`src/rtl/memory_access_stage.sv`:
```
// MEM stage of the 5-stage MIPS pipeline: issues dbus requests for LW/SW,
// waits for completion and presents a registered MEM->WB record.
module memory_access_stage #(
  parameter int unsigned TIMEOUT_CYCLES = 255
) (
  input  logic        clk,
  input  logic        reset,
  input  logic        in_valid,
  output logic        in_ready,
  input  logic [31:0] in_pc,
  input  logic [31:0] in_instr,
  input  logic        in_mem_to_reg,
  input  logic        in_mem_write,
  input  logic        in_reg_write,
  input  logic [4:0]  in_rd,
  input  logic [31:0] in_alu_result,
  input  logic [31:0] in_store_data,
  output logic        dreq_valid,
  output logic [31:0] dreq_addr,
  output logic [3:0]  dreq_strobe,
  output logic [31:0] dreq_data,
  input  logic        dreq_addr_ok,
  input  logic        dresp_data_ok,
  input  logic [31:0] dresp_data,
  output logic        out_valid,
  input  logic        out_ready,
  output logic [31:0] out_pc,
  output logic [31:0] out_instr,
  output logic        out_reg_write,
  output logic [4:0]  out_rd,
  output logic [31:0] out_wdata,
  output logic        out_exc,
  output logic        out_timeout
);

  typedef enum logic [1:0] {IDLE, REQ, WAIT, HOLD} state_t;

  localparam logic [7:0] TO_LIMIT = 8'(TIMEOUT_CYCLES);

  state_t      state, state_nxt;
  logic [31:0] pc_q, instr_q, addr_q, sdata_q, wdata_q;
  logic        m2r_q, mw_q, rw_q, exc_q, timeout_q;
  logic [4:0]  rd_q;
  logic [7:0]  cnt, cnt_inc;
  logic        accept, in_mem, in_exc, busy, stay;

  assign in_mem  = in_mem_to_reg | in_mem_write;
  assign in_exc  = in_mem & (|in_alu_result[1:0]);
  assign accept  = in_valid & in_ready;
  assign busy    = (state == REQ) | (state == WAIT);
  assign stay    = busy & ((state_nxt == REQ) | (state_nxt == WAIT));
  assign cnt_inc = (cnt == 8'hff) ? cnt : cnt + 8'd1;

  always_comb begin
    state_nxt = state;
    in_ready  = 1'b0;
    case (state)
      IDLE: in_ready = 1'b1;
      REQ:  if (dreq_addr_ok) state_nxt = dresp_data_ok ? HOLD : WAIT;
      WAIT: if (dresp_data_ok) state_nxt = HOLD;
      HOLD: if (out_ready) begin
        in_ready  = 1'b1;
        state_nxt = IDLE;
      end
      default: state_nxt = IDLE;
    endcase
    // Misaligned or non-memory ops skip the bus entirely.
    if (accept) state_nxt = (in_mem && !in_exc) ? REQ : HOLD;
  end

  always_ff @(posedge clk) begin
    if (reset) begin
      state     <= IDLE;
      pc_q      <= '0;
      instr_q   <= '0;
      addr_q    <= '0;
      sdata_q   <= '0;
      wdata_q   <= '0;
      m2r_q     <= 1'b0;
      mw_q      <= 1'b0;
      rw_q      <= 1'b0;
      exc_q     <= 1'b0;
      rd_q      <= '0;
      cnt       <= '0;
      timeout_q <= 1'b0;
    end else begin
      state <= state_nxt;
      if (accept) begin
        pc_q    <= in_pc;
        instr_q <= in_instr;
        addr_q  <= {in_alu_result[31:2], 2'b00};
        sdata_q <= in_store_data;
        wdata_q <= in_alu_result;
        m2r_q   <= in_mem_to_reg;
        mw_q    <= in_mem_write;
        rw_q    <= in_reg_write;
        exc_q   <= in_exc;
        rd_q    <= in_rd;
      end else if (busy && state_nxt == HOLD && m2r_q) begin
        wdata_q <= dresp_data;
      end
      cnt <= stay ? cnt_inc : 8'd0;
      // Timeout only flags; the transaction is still allowed to finish.
      if (stay && TO_LIMIT != 8'd0 && cnt_inc == TO_LIMIT) timeout_q <= 1'b1;
    end
  end

  assign dreq_valid    = (state == REQ);
  assign dreq_addr     = addr_q;
  assign dreq_strobe   = {4{mw_q}};
  assign dreq_data     = sdata_q;
  assign out_valid     = (state == HOLD);
  assign out_pc        = pc_q;
  assign out_instr     = instr_q;
  assign out_reg_write = rw_q & ~exc_q;
  assign out_rd        = rd_q;
  assign out_wdata     = wdata_q;
  assign out_exc       = exc_q;
  assign out_timeout   = timeout_q;

endmodule

```
`config.mk`:
```
export PLATFORM = sky130hd
export DESIGN_NAME = memory_access_stage
export DESIGN_NICKNAME = d
export VERILOG_FILES = /design/src/rtl/memory_access_stage.sv
export SDC_FILE = /design/constraint.sdc
export NUM_CORES = 1
export LEC_CHECK = 0
export ABC_AREA = 1
export CAP_MARGIN = 10
export CORE_MARGIN = 2
export CORE_UTILIZATION = 39
export DETAILED_ROUTE_END_ITERATION = 7
export GPL_TIMING_DRIVEN = 0
export PLACE_DENSITY = 0.78
export SYNTH_ARGS = -nofsm -noshare
export SYNTH_HDL_FRONTEND = slang
export SYNTH_SLANG_ARGS = --single-unit
```
`constraint.sdc`:
```
create_clock -name clk -period 3 [get_ports clk]
set_input_delay 0.3 -clock clk [delete_from_list [all_inputs] [get_ports clk]]
set_output_delay 0.3 -clock clk [all_outputs]
set_load 0.05 [all_outputs]
```
==> impl_metrics.py, run 1 <==
metrics = {
    "clock_network": {
        "cts_sinks": 178,
        "clock-root-buffer": "clkbuf_16",
        "clk_pin_slew_worst_paths_ns": 0.07,
        "ctsHoldBuffers": 0,
        "postCtsSetupRepairBufs": 0,
        "htreeDepth": 4,
        "cts_buffers": 17,
        "clk_latency_ns": 0.43,
        "cts_buffer_depth": 2,
        "cts_tree": "done",
    },
    "sta": {
        "fin_skew_ns": 0.0111,
        "tns_ns": 0,
        "fin_ws_ns": 0.260,
        "setup_viol": 0,
        "fin_crit_sh": 0.913,
        "finalHoldViolations": 0,
        "fmax_ghz": 0.365,
        "tightest_slew_ns": 0.702,
        "rsz0062_at_grt": "no",
        "min_period_ns": 2.74,
        "slew_headroom": 0.532,
        "whs_ns": 0.416,
        "slew_violations": 0,
    },
    "min_path": {
        "hold_path_class": "in2reg",
        "worstHoldStart": "in_store_data[25]",
        "holdPathStages": 3,
    },
    "critical_path": {
        "worstPathArrival_ns": 3.05,
        "r2r_start": "state[0]",
        "cp_top_family": "buffers and inverters",
        "ff2ff_path_depth": 15,
        "endpoint_kind": "flip-flop",
        "r2r_end": "out_wdata[3]",
        "ff2ff_setup_slack_ns": 0.26,
        "cpPeakStageDelay_ns": 0.38,
        "critPathKind": "reg2reg",
        "cp.required_ns": 3.31,
        "endpoint": "out_wdata[3]",
        "cp_num_cells": 15,
        "start_kind": "flip-flop",
        "worstPathCellList": "inv_1 -> ha_2 -> a21oi_4 -> nand2_4 -> inv_2 -> buf_4 -> nand2_1 -> o21ai_1 -> inv_1 -> ha_1 -> nand3_2 -> nand2_1 -> clkbuf_4 -> o21ai_0 -> a21oi_1",
        "cp_slowest_cell": "dfxtp_2",
        "path_buf_inv": 5,
        "worst-path-max-fanout": 10,
        "crit_start": "state[0]",
    },
    "drt": {
        "vias_per_cell": 4.85,
        "drtAntennaViolNets": 0,
        "detail_route.wl_per_cell_um": 16.5,
        "wirelength_um": 24000,
        "drc": 0,
        "num_vias": 7040,
        "drtIter0Drc": 457,
        "first_pass_iters": 6,
    },
    "die": {
        "die_w_um": 134,
        "die_h_um": 134,
        "die_area_mm2": 0.0181,
        "core_area_mm2": 0.0166,
        "start_util": 0.400,
        "row_count": 47,
        "io_pins": 349,
    },
    "power": {
        "p_clk_frac": 0.198,
        "p_int_mw": 6.58,
        "p_leak_nw": 4.11,
        "netSwitchingPower_mw": 5.69,
        "swShare": 0.464,
        "ir_drop_uv": 550,
        "power_frac_seq": 0.279,
        "power_density_mw_per_mm2": 1110,
        "p_total_mw": 12.3,
        "combinationalPowerShare": 0.524,
    },
    "global_route": {
        "grt_antenna_before_repair": 0,
        "grt_max_degree": 17,
        "grt_pass1_wl_um": 36500,
        "grt_usage": 0.260,
        "grt_overflow": 0,
        "grt_pass1_vias": 6654,
    },
    "layout": {
        "layout-drive-gt1-share": 0.0681,
        "area_growth_syn_to_layout_pct": 66.5,
        "antenna-diode-count": 0,
        "fin_cells": 1453,
        "nNetsFinal": 1401,
        "mostFrequentLayoutCell": "clkdlybuf4s50_1",
        "layout_common_cells": "345 x clkdlybuf4s50_1, 308 x nand2_1, 176 x dfxtp_1, 171 x a21oi_1, 60 x o21ai_0",
    },
    "synth": {
        "synth_area_mm2": 0.00663,
        "synth_cells": 855,
        "ys_types": 25,
        "yosysWarnings": 0,
        "avgSynthCellArea_um2": 7.76,
        "yosys_register_bits": 178,
        "yosysSeqAreaShare": 0.537,
    },
    "status": {
        "status": "completed",
    },
    "placed_design": {
        "gp_congestion": 0.845,
        "dp_hpwl_um": 18100,
        "place_ws_ns": -0.186,
        "port_buffers": 345,
        "place_inst": 1421,
    },
    "job": {
        "max_cap_viol_count": 0,
    },
}
[power by group through the flow]
stage / clock network [mW] / registers [mW] / logic [mW]
5_1_grt: 2.57 / 3.49 / 6.81
2_1_floorplan: 0 / 5.63 / 1.93
3_3_place_gp: 0 / 3.42 / 6.36
6_report: 2.43 / 3.42 / 6.43
4_1_cts: 2.47 / 3.41 / 6.44
3_5_place_dp: 0 / 3.44 / 6.40
[stage by stage]
step	utilization	area (um^2)
5_1_grt	0.666	11000
4_1_cts	0.665	11000
2_1_floorplan	-	6650
3_3_place_gp	0.626	10400
3_5_place_dp	0.626	10400
6_report	0.666	11000
[state kept, by name (all words and copies together), names as in the netlist, 2 cells and up]
name and cells:
cnt 8, dreq_addr 30, dreq_data 32, out_instr 32, out_pc 32, out_rd 5, out_wdata 32, state 2
[synth_stat cells, drive strengths merged]
master    n  area (um^2)
a21oi   172          865
nand3b    1         7.51
nand3    17         85.1
ha        7         87.6
nor2     14         55.1
a31oi     4         25.0
o21ai    62          310
o211ai    1         7.51
nand2   309         1160
o21bai    1         7.51
xor2      1         8.76
conb      1         3.75
clkbuf   31          120
or2       2         12.5
dfxtp   178         3560
inv      19         71.3
xnor2     1         8.76
buf      34          233
[area by class of cell]
type                       instances  area (um^2)
buffer                            65          360
clock buffer                      19          453
clock inverter                    13          195
fill                            1439         5540
inverter                          19         71.3
multi-input combinational        594         2670
sequential                       178         3570
tap                              220          275
timing repair buffer             345         3450
[worst min-delay path by stage]
stage / end / slack [ns]
6_report: dreq_data[25] / 0.42
4_1_cts: out_instr[14] / 0.40
5_1_grt: dreq_data[25] / 0.42
3_3_place_gp: out_timeout / 0.44
3_5_place_dp: out_timeout / 0.44
2_1_floorplan: rw_q / 0.43
[cells by family after synthesis]
group                    Yosys count  synth area share
flip-flops                       178             0.537
adder cells (fa/ha/maj)            7            0.0132
other                              1          0.000565
AND/OR/NAND/NOR                  343             0.199
buffers and inverters             84            0.0639
XOR/XNOR                           2           0.00264
AO/OA/AOI/OAI                    240             0.183
[tightest hold or removal path, cell delays in order]
cell and delay [ns]:
clkdlybuf4s50_1 0.39, nand2_1 0.06, a21oi_1 0.05
[layer usage]
metal | wire [um] | GRT usage
met1 | 9840 | 0.314
met2 | 12100 | 0.458
met3 | 1780 | 0.0688
met4 | 284 | 0.0655
met5 | 0 | 0
[timing repair]
item                                    CTS  global route
pin swaps                                 0             0
resized for setup                         7             7
endpoints found under the setup margin   30            30
Note: power is estimated with default switching activity, not from simulation.
==> run 2: changes to the inputs <==
--- a/config.mk
+++ b/config.mk
@@ -7,11 +7,11 @@
 export LEC_CHECK = 0
 export ABC_AREA = 1
 export CAP_MARGIN = 10
-export CORE_MARGIN = 2
-export CORE_UTILIZATION = 39
+export CORE_AREA = 2 2 134 136
 export DETAILED_ROUTE_END_ITERATION = 7
+export DIE_AREA = 0 0 136 138
 export GPL_TIMING_DRIVEN = 0
-export PLACE_DENSITY = 0.78
+export PLACE_DENSITY = 0.76
 export SYNTH_ARGS = -nofsm -noshare
 export SYNTH_HDL_FRONTEND = slang
 export SYNTH_SLANG_ARGS = --single-unit
==> run 2 against run 1 <==
  * Die area is 3.9% higher
  * Routed wire length is 1.2% higher
  * Register-to-register slack better by 0.03 ns
  * Worst hold slack better by 0.0020 ns
  * Sequential power hardly changed
  * Via count is 0.64% higher
  * Power is 2.4% lower
  * Core utilization is 4.1 points lower
  * First-iteration DRC count is 2.8% higher
  * Worst setup slack better by 0.026 ns
  * Critical path depth stayed put
  * Clock power is 12% lower
  * Largest cell class unchanged
==> impl_metrics.py, run 2 (synthesis results as in run 1) <==
metrics = {
    "critical_path": {
        "critPathKind": "reg2reg",
        "cp_slowest_cell": "dfxtp_2",
        "path_buf_inv": 5,
        "endpoint_kind": "flip-flop",
        "start_kind": "flip-flop",
        "cpPeakStageDelay_ns": 0.37,
        "worstPathCellList": "inv_1 -> ha_2 -> a21oi_4 -> nand2_4 -> inv_2 -> buf_4 -> nand2_1 -> o21ai_1 -> inv_1 -> ha_1 -> nand3_2 -> nand2_1 -> clkbuf_2 -> o21ai_1 -> a21oi_1",
        "cp_top_family": "buffers and inverters",
        "worstPathArrival_ns": 3.02,
        "cp.required_ns": 3.31,
        "ff2ff_setup_slack_ns": 0.29,
        "worst-path-max-fanout": 10,
    },
    "sta": {
        "fmax_ghz": 0.368,
        "rsz0062_at_grt": "no",
        "finalHoldViolations": 0,
        "fin_skew_ns": 0.0101,
        "slew_violations": 0,
        "tns_ns": 0,
        "slew_headroom": 0.524,
        "setup_viol": 0,
        "min_period_ns": 2.71,
        "fin_crit_sh": 0.905,
        "tightest_slew_ns": 0.713,
    },
    "clock_network": {
        "ctsHoldBuffers": 0,
        "htreeDepth": 4,
        "clock-root-buffer": "clkbuf_16",
        "cts_buffers": 17,
        "clk_pin_slew_worst_paths_ns": 0.07,
        "cts_buffer_depth": 2,
        "cts_sinks": 178,
        "cts_tree": "done",
        "clk_latency_ns": 0.43,
    },
    "die": {
        "io_pins": 349,
        "die_h_um": 138,
        "die_w_um": 136,
        "core_area_mm2": 0.0175,
        "start_util": 0.378,
        "die_area_mm2": 0.0188,
        "row_count": 49,
    },
    "drt": {
        "wl_met1_um": 9910,
        "num_vias": 7085,
        "wl_met3_um": 1910,
        "route.met2.wl_um": 11700,
        "first_pass_iters": 4,
        "drtIter0Drc": 470,
        "detail_route.wl_per_cell_um": 16.6,
        "highest_layer": "met4",
        "drtAntennaViolNets": 0,
        "drc": 0,
        "wirelength_um": 24300,
        "vias_per_cell": 4.85,
    },
    "power": {
        "power_density_mw_per_mm2": 1090,
        "p_leak_nw": 4.08,
        "ir_drop_uv": 749,
        "p_total_mw": 12.0,
    },
    "placed_design": {
        "port_buffers": 345,
        "dp_hpwl_um": 18600,
        "gp_congestion": 0.865,
    },
    "global_route": {
        "grt_antenna_before_repair": 0,
        "grt_pass1_vias": 6666,
        "grt_pass1_wl_um": 36600,
        "grt_max_degree": 17,
        "grt_usage": 0.251,
        "grt_overflow": 0,
    },
    "layout": {
        "layout_common_cells": "345 x clkdlybuf4s50_1, 308 x nand2_1, 176 x dfxtp_1, 171 x a21oi_1, 60 x o21ai_0",
        "mostFrequentLayoutCell": "clkdlybuf4s50_1",
        "area_growth_syn_to_layout_pct": 65.2,
        "antenna-diode-count": 0,
        "nNetsFinal": 1401,
        "layout-drive-gt1-share": 0.0673,
    },
    "job": {
        "max_cap_viol_count": 0,
    },
    "min_path": {
        "hold_path_class": "in2reg",
    },
    "status": {
        "status": "completed",
    },
}
## run 2: worst paths after layout
check | start | to | depth (start not counted)
setup / recovery | state[0] | out_wdata[19] | 15
setup reg to reg | state[0] | out_wdata[19] | 15
hold reg to reg | out_timeout | out_timeout | 2
hold / removal | in_instr[19] | out_instr[19] | 3
## run 2: repair_timing
action / 4_1_cts / 5_1_grt
gates cloned: 0 / 0
setup buffers: 0 / 0
resized for setup: 6 / 7
endpoints found under the setup margin: 30 / 33
## run 2: cell type report
class                           instances  area, um^2
Fill cell                            1596        6570
Sequential cell                       178        3570
Timing Repair Buffer                  345        3450
Multi-Input combinational cell        594        2670
Clock buffer                           19         443
Buffer                                 65         360
Tap cell                              229         287
Clock inverter                         13         110
Inverter                               19        71.3
## run 2: worst min-delay path: cells and delay by family
family	cells	cell delay (ns)
AND/OR/NAND/NOR	1	0.06
AO/OA/AOI/OAI	1	0.05
buffers and inverters	1	0.39
## run 2: power by group
group          internal (mW)  switching (mW)  leakage (nW)  total, mW
Combinational           2.08            4.35          2.35       6.43
Sequential              3.05           0.372          1.46       3.42
Clock                   1.17           0.961         0.273       2.13
Total                   6.30            5.68          4.08       12.0
## run 2: per-stage QoR
step                instances  hold slack [ns]  setup slack, ns  utilization  instance area [um^2]
floorplan                 856            0.430           0.0193            -                  6650
detailed placement       1430            0.439           -0.145        0.592                 10400
global placement         1430            0.436          -0.0967        0.592                 10400
finish                   1462            0.418            0.286        0.625                 11000
CTS                      1462            0.408           0.0634        0.624                 10900
global route             1462            0.420           0.0683        0.625                 11000
## run 2: per-layer routing
| metal | global-route usage | vias up |
|---|---|---|
| met4 | 0.0970 | 0 |
| met5 | 0 | - |
| met3 | 0.0638 | 49 |
| li1 | - | 3518 |
| met2 | 0.419 | 293 |
| met1 | 0.310 | 3225 |
==> run 3: changes to the inputs <==
--- a/config.mk
+++ b/config.mk
@@ -7,11 +7,12 @@
 export LEC_CHECK = 0
 export ABC_AREA = 1
 export CAP_MARGIN = 10
-export CORE_AREA = 2 2 134 136
+export CELL_PAD_IN_SITES_DETAIL_PLACEMENT = 1
+export CELL_PAD_IN_SITES_GLOBAL_PLACEMENT = 1
+export CORE_UTILIZATION = 27
 export DETAILED_ROUTE_END_ITERATION = 7
-export DIE_AREA = 0 0 136 138
 export GPL_TIMING_DRIVEN = 0
-export PLACE_DENSITY = 0.76
+export PLACE_DENSITY = 0.78
 export SYNTH_ARGS = -nofsm -noshare
 export SYNTH_HDL_FRONTEND = slang
 export SYNTH_SLANG_ARGS = --single-unit
==> run 3 against run 2 <==
  * Sequential power hardly changed
  * Largest cell class unchanged
  * Flip-flop and latch count is the same
  * Worst setup slack worse by 0.078 ns
==> impl_metrics.py, run 3 (synthesis results as in run 1) <==
metrics = {
    "critical_path": {
        "crit_top_cell": "inv_1",
        "ff2ff_setup_slack_ns": 0.21,
        "endpoint_kind": "flip-flop",
        "cp_slowest_cell": "dfxtp_2",
        "start_kind": "flip-flop",
        "ff2ff_path_depth": 15,
        "worst-path-max-fanout": 10,
        "r2r_end": "out_wdata[14]",
        "critPathKind": "reg2reg",
        "r2r_start": "state[0]",
        "cpPeakStageDelay_ns": 0.38,
        "worstPathArrival_ns": 3.10,
        "cp.required_ns": 3.31,
        "worstPathCellList": "inv_1 -> ha_2 -> a21oi_4 -> nand2_4 -> inv_2 -> buf_4 -> nand2_1 -> o21ai_1 -> inv_1 -> ha_1 -> nand3_2 -> nand2_2 -> clkbuf_4 -> o21ai_0 -> a21oi_1",
    },
    "clock_network": {
        "clk_latency_ns": 0.43,
        "cts_buffers": 17,
        "cts_tree": "done",
        "clk_pin_slew_worst_paths_ns": 0.07,
        "clock-root-buffer": "clkbuf_16",
        "cts_sinks": 178,
        "htreeDepth": 4,
        "postCtsSetupRepairBufs": 0,
        "cts_buffer_depth": 2,
    },
    "die": {
        "io_pins": 349,
        "die_area_mm2": 0.0252,
        "die_h_um": 159,
        "die_w_um": 159,
        "start_util": 0.279,
        "core_area_mm2": 0.0238,
        "row_count": 56,
    },
    "global_route": {
        "grt_pass1_wl_um": 43100,
        "grt_pass1_vias": 7472,
        "grt_max_degree": 17,
        "grt_antenna_before_repair": 0,
        "grt_overflow": 0,
        "grt_usage": 0.219,
    },
    "min_path": {
        "hold_path_class": "in2reg",
        "worstHoldStart": "in_instr[1]",
        "holdPathStages": 3,
        "min_to": "out_instr[1]",
    },
    "power": {
        "p_total_mw": 12.4,
        "p_leak_nw": 4.10,
        "ir_drop_uv": 438,
        "power_density_mw_per_mm2": 1110,
    },
    "layout": {
        "fillers": 2827,
        "layout-drive-gt1-share": 0.0673,
        "mostFrequentLayoutCell": "clkdlybuf4s50_1",
        "nNetsFinal": 1401,
        "layout_common_cells": "345 x clkdlybuf4s50_1, 307 x nand2_1, 176 x dfxtp_1, 171 x a21oi_1, 59 x o21ai_0",
        "fin_cells": 1552,
        "finish.utilization": 0.469,
        "area_growth_syn_to_layout_pct": 67.9,
        "antenna-diode-count": 0,
    },
    "job": {
        "max_cap_viol_count": 0,
    },
    "placed_design": {
        "port_buffers": 345,
        "dp_hpwl_um": 21400,
        "place_inst": 1520,
        "gp_congestion": 0.839,
    },
    "sta": {
        "finalHoldViolations": 0,
        "whs_ns": 0.422,
        "slew_headroom": 0.419,
        "min_period_ns": 2.79,
        "rsz0062_at_grt": "no",
        "slew_violations": 0,
        "tightest_slew_ns": 0.872,
        "setup_viol": 0,
        "fin_skew_ns": 0.0127,
        "fin_crit_sh": 0.931,
        "fmax_ghz": 0.358,
    },
    "drt": {
        "drc": 0,
        "vias_per_cell": 4.66,
        "num_vias": 7239,
        "drtAntennaViolNets": 0,
        "detail_route.wl_per_cell_um": 18.0,
        "first_pass_iters": 4,
        "drtIter0Drc": 465,
        "wirelength_um": 28000,
    },
    "status": {
        "status": "completed",
    },
}
-- run 3: what timing repair did --
action                                  CTS  global route
gates resized for setup                   7            11
endpoints found under the setup margin   31            31
hold buffers                              0             0
-- run 3: layer usage --
layer / share of wire / vias up / track usage
met4: 0.020 / 0 / 0.0649
met3: 0.061 / 34 / 0.0593
li1: - / 3527 / -
met5: 0 / - / 0
met1: 0.41 / 3446 / 0.249
met2: 0.50 / 232 / 0.397
-- run 3: power by group --
group / switching [mW] / total [mW] / internal [mW]
Combinational: 4.46 / 6.55 / 2.09
Clock: 1.03 / 2.39 / 1.35
Sequential: 0.377 / 3.42 / 3.05
Total: 5.87 / 12.4 / 6.49
-- run 3: metrics by stage --
stage / cell area [um^2] / setup TNS, ns / setup WS, ns
after floorplan: 6650 / 0 / 0.0193
after global placement: 10500 / -2.17 / -0.192
after detailed placement: 10500 / -5.07 / -0.279
final: 11100 / 0 / 0.208
after global routing: 11100 / 0 / 0.00205
after CTS: 11100 / 0 / 0.0183
-- run 3: worst max-delay path by stage --
stage | start | end | slack [ns] | depth (start not counted)
after floorplan | state[0] | out_wdata[10] | 0.02 | 15
after global placement | state[0] | out_wdata[31] | -0.19 | 14
after detailed placement | state[0] | out_wdata[31] | -0.28 | 14
after CTS | state[0] | out_wdata[7] | 0.02 | 15
after global routing | state[0] | out_wdata[14] | 0.002 | 15
final | state[0] | out_wdata[14] | 0.21 | 15
-- run 3: worst max-delay path: cells and delay by family (launching register included) --
| kind | cells | cell delay, ns |
|---|---|---|
| AOI/OAI and AO/OA | 4 | 0.64 |
| adders and majority gates | 2 | 0.54 |
| buffers and inverters | 5 | 0.62 |
| DFF | 1 | 0.38 |
| and+or+nand+nor | 4 | 0.48 |
-- run 3: final cells by class --
cell class                      instances  area [um^2]  area share
Multi-Input combinational cell        594         2670       0.240
Buffer                                 65          363      0.0326
Sequential cell                       178         3570       0.320
Clock inverter                         12          169      0.0152
Timing Repair Buffer                  345         3450       0.310
Clock buffer                           20          447      0.0401
Inverter                               19         71.3     0.00640
Tap cell                              319          399      0.0358
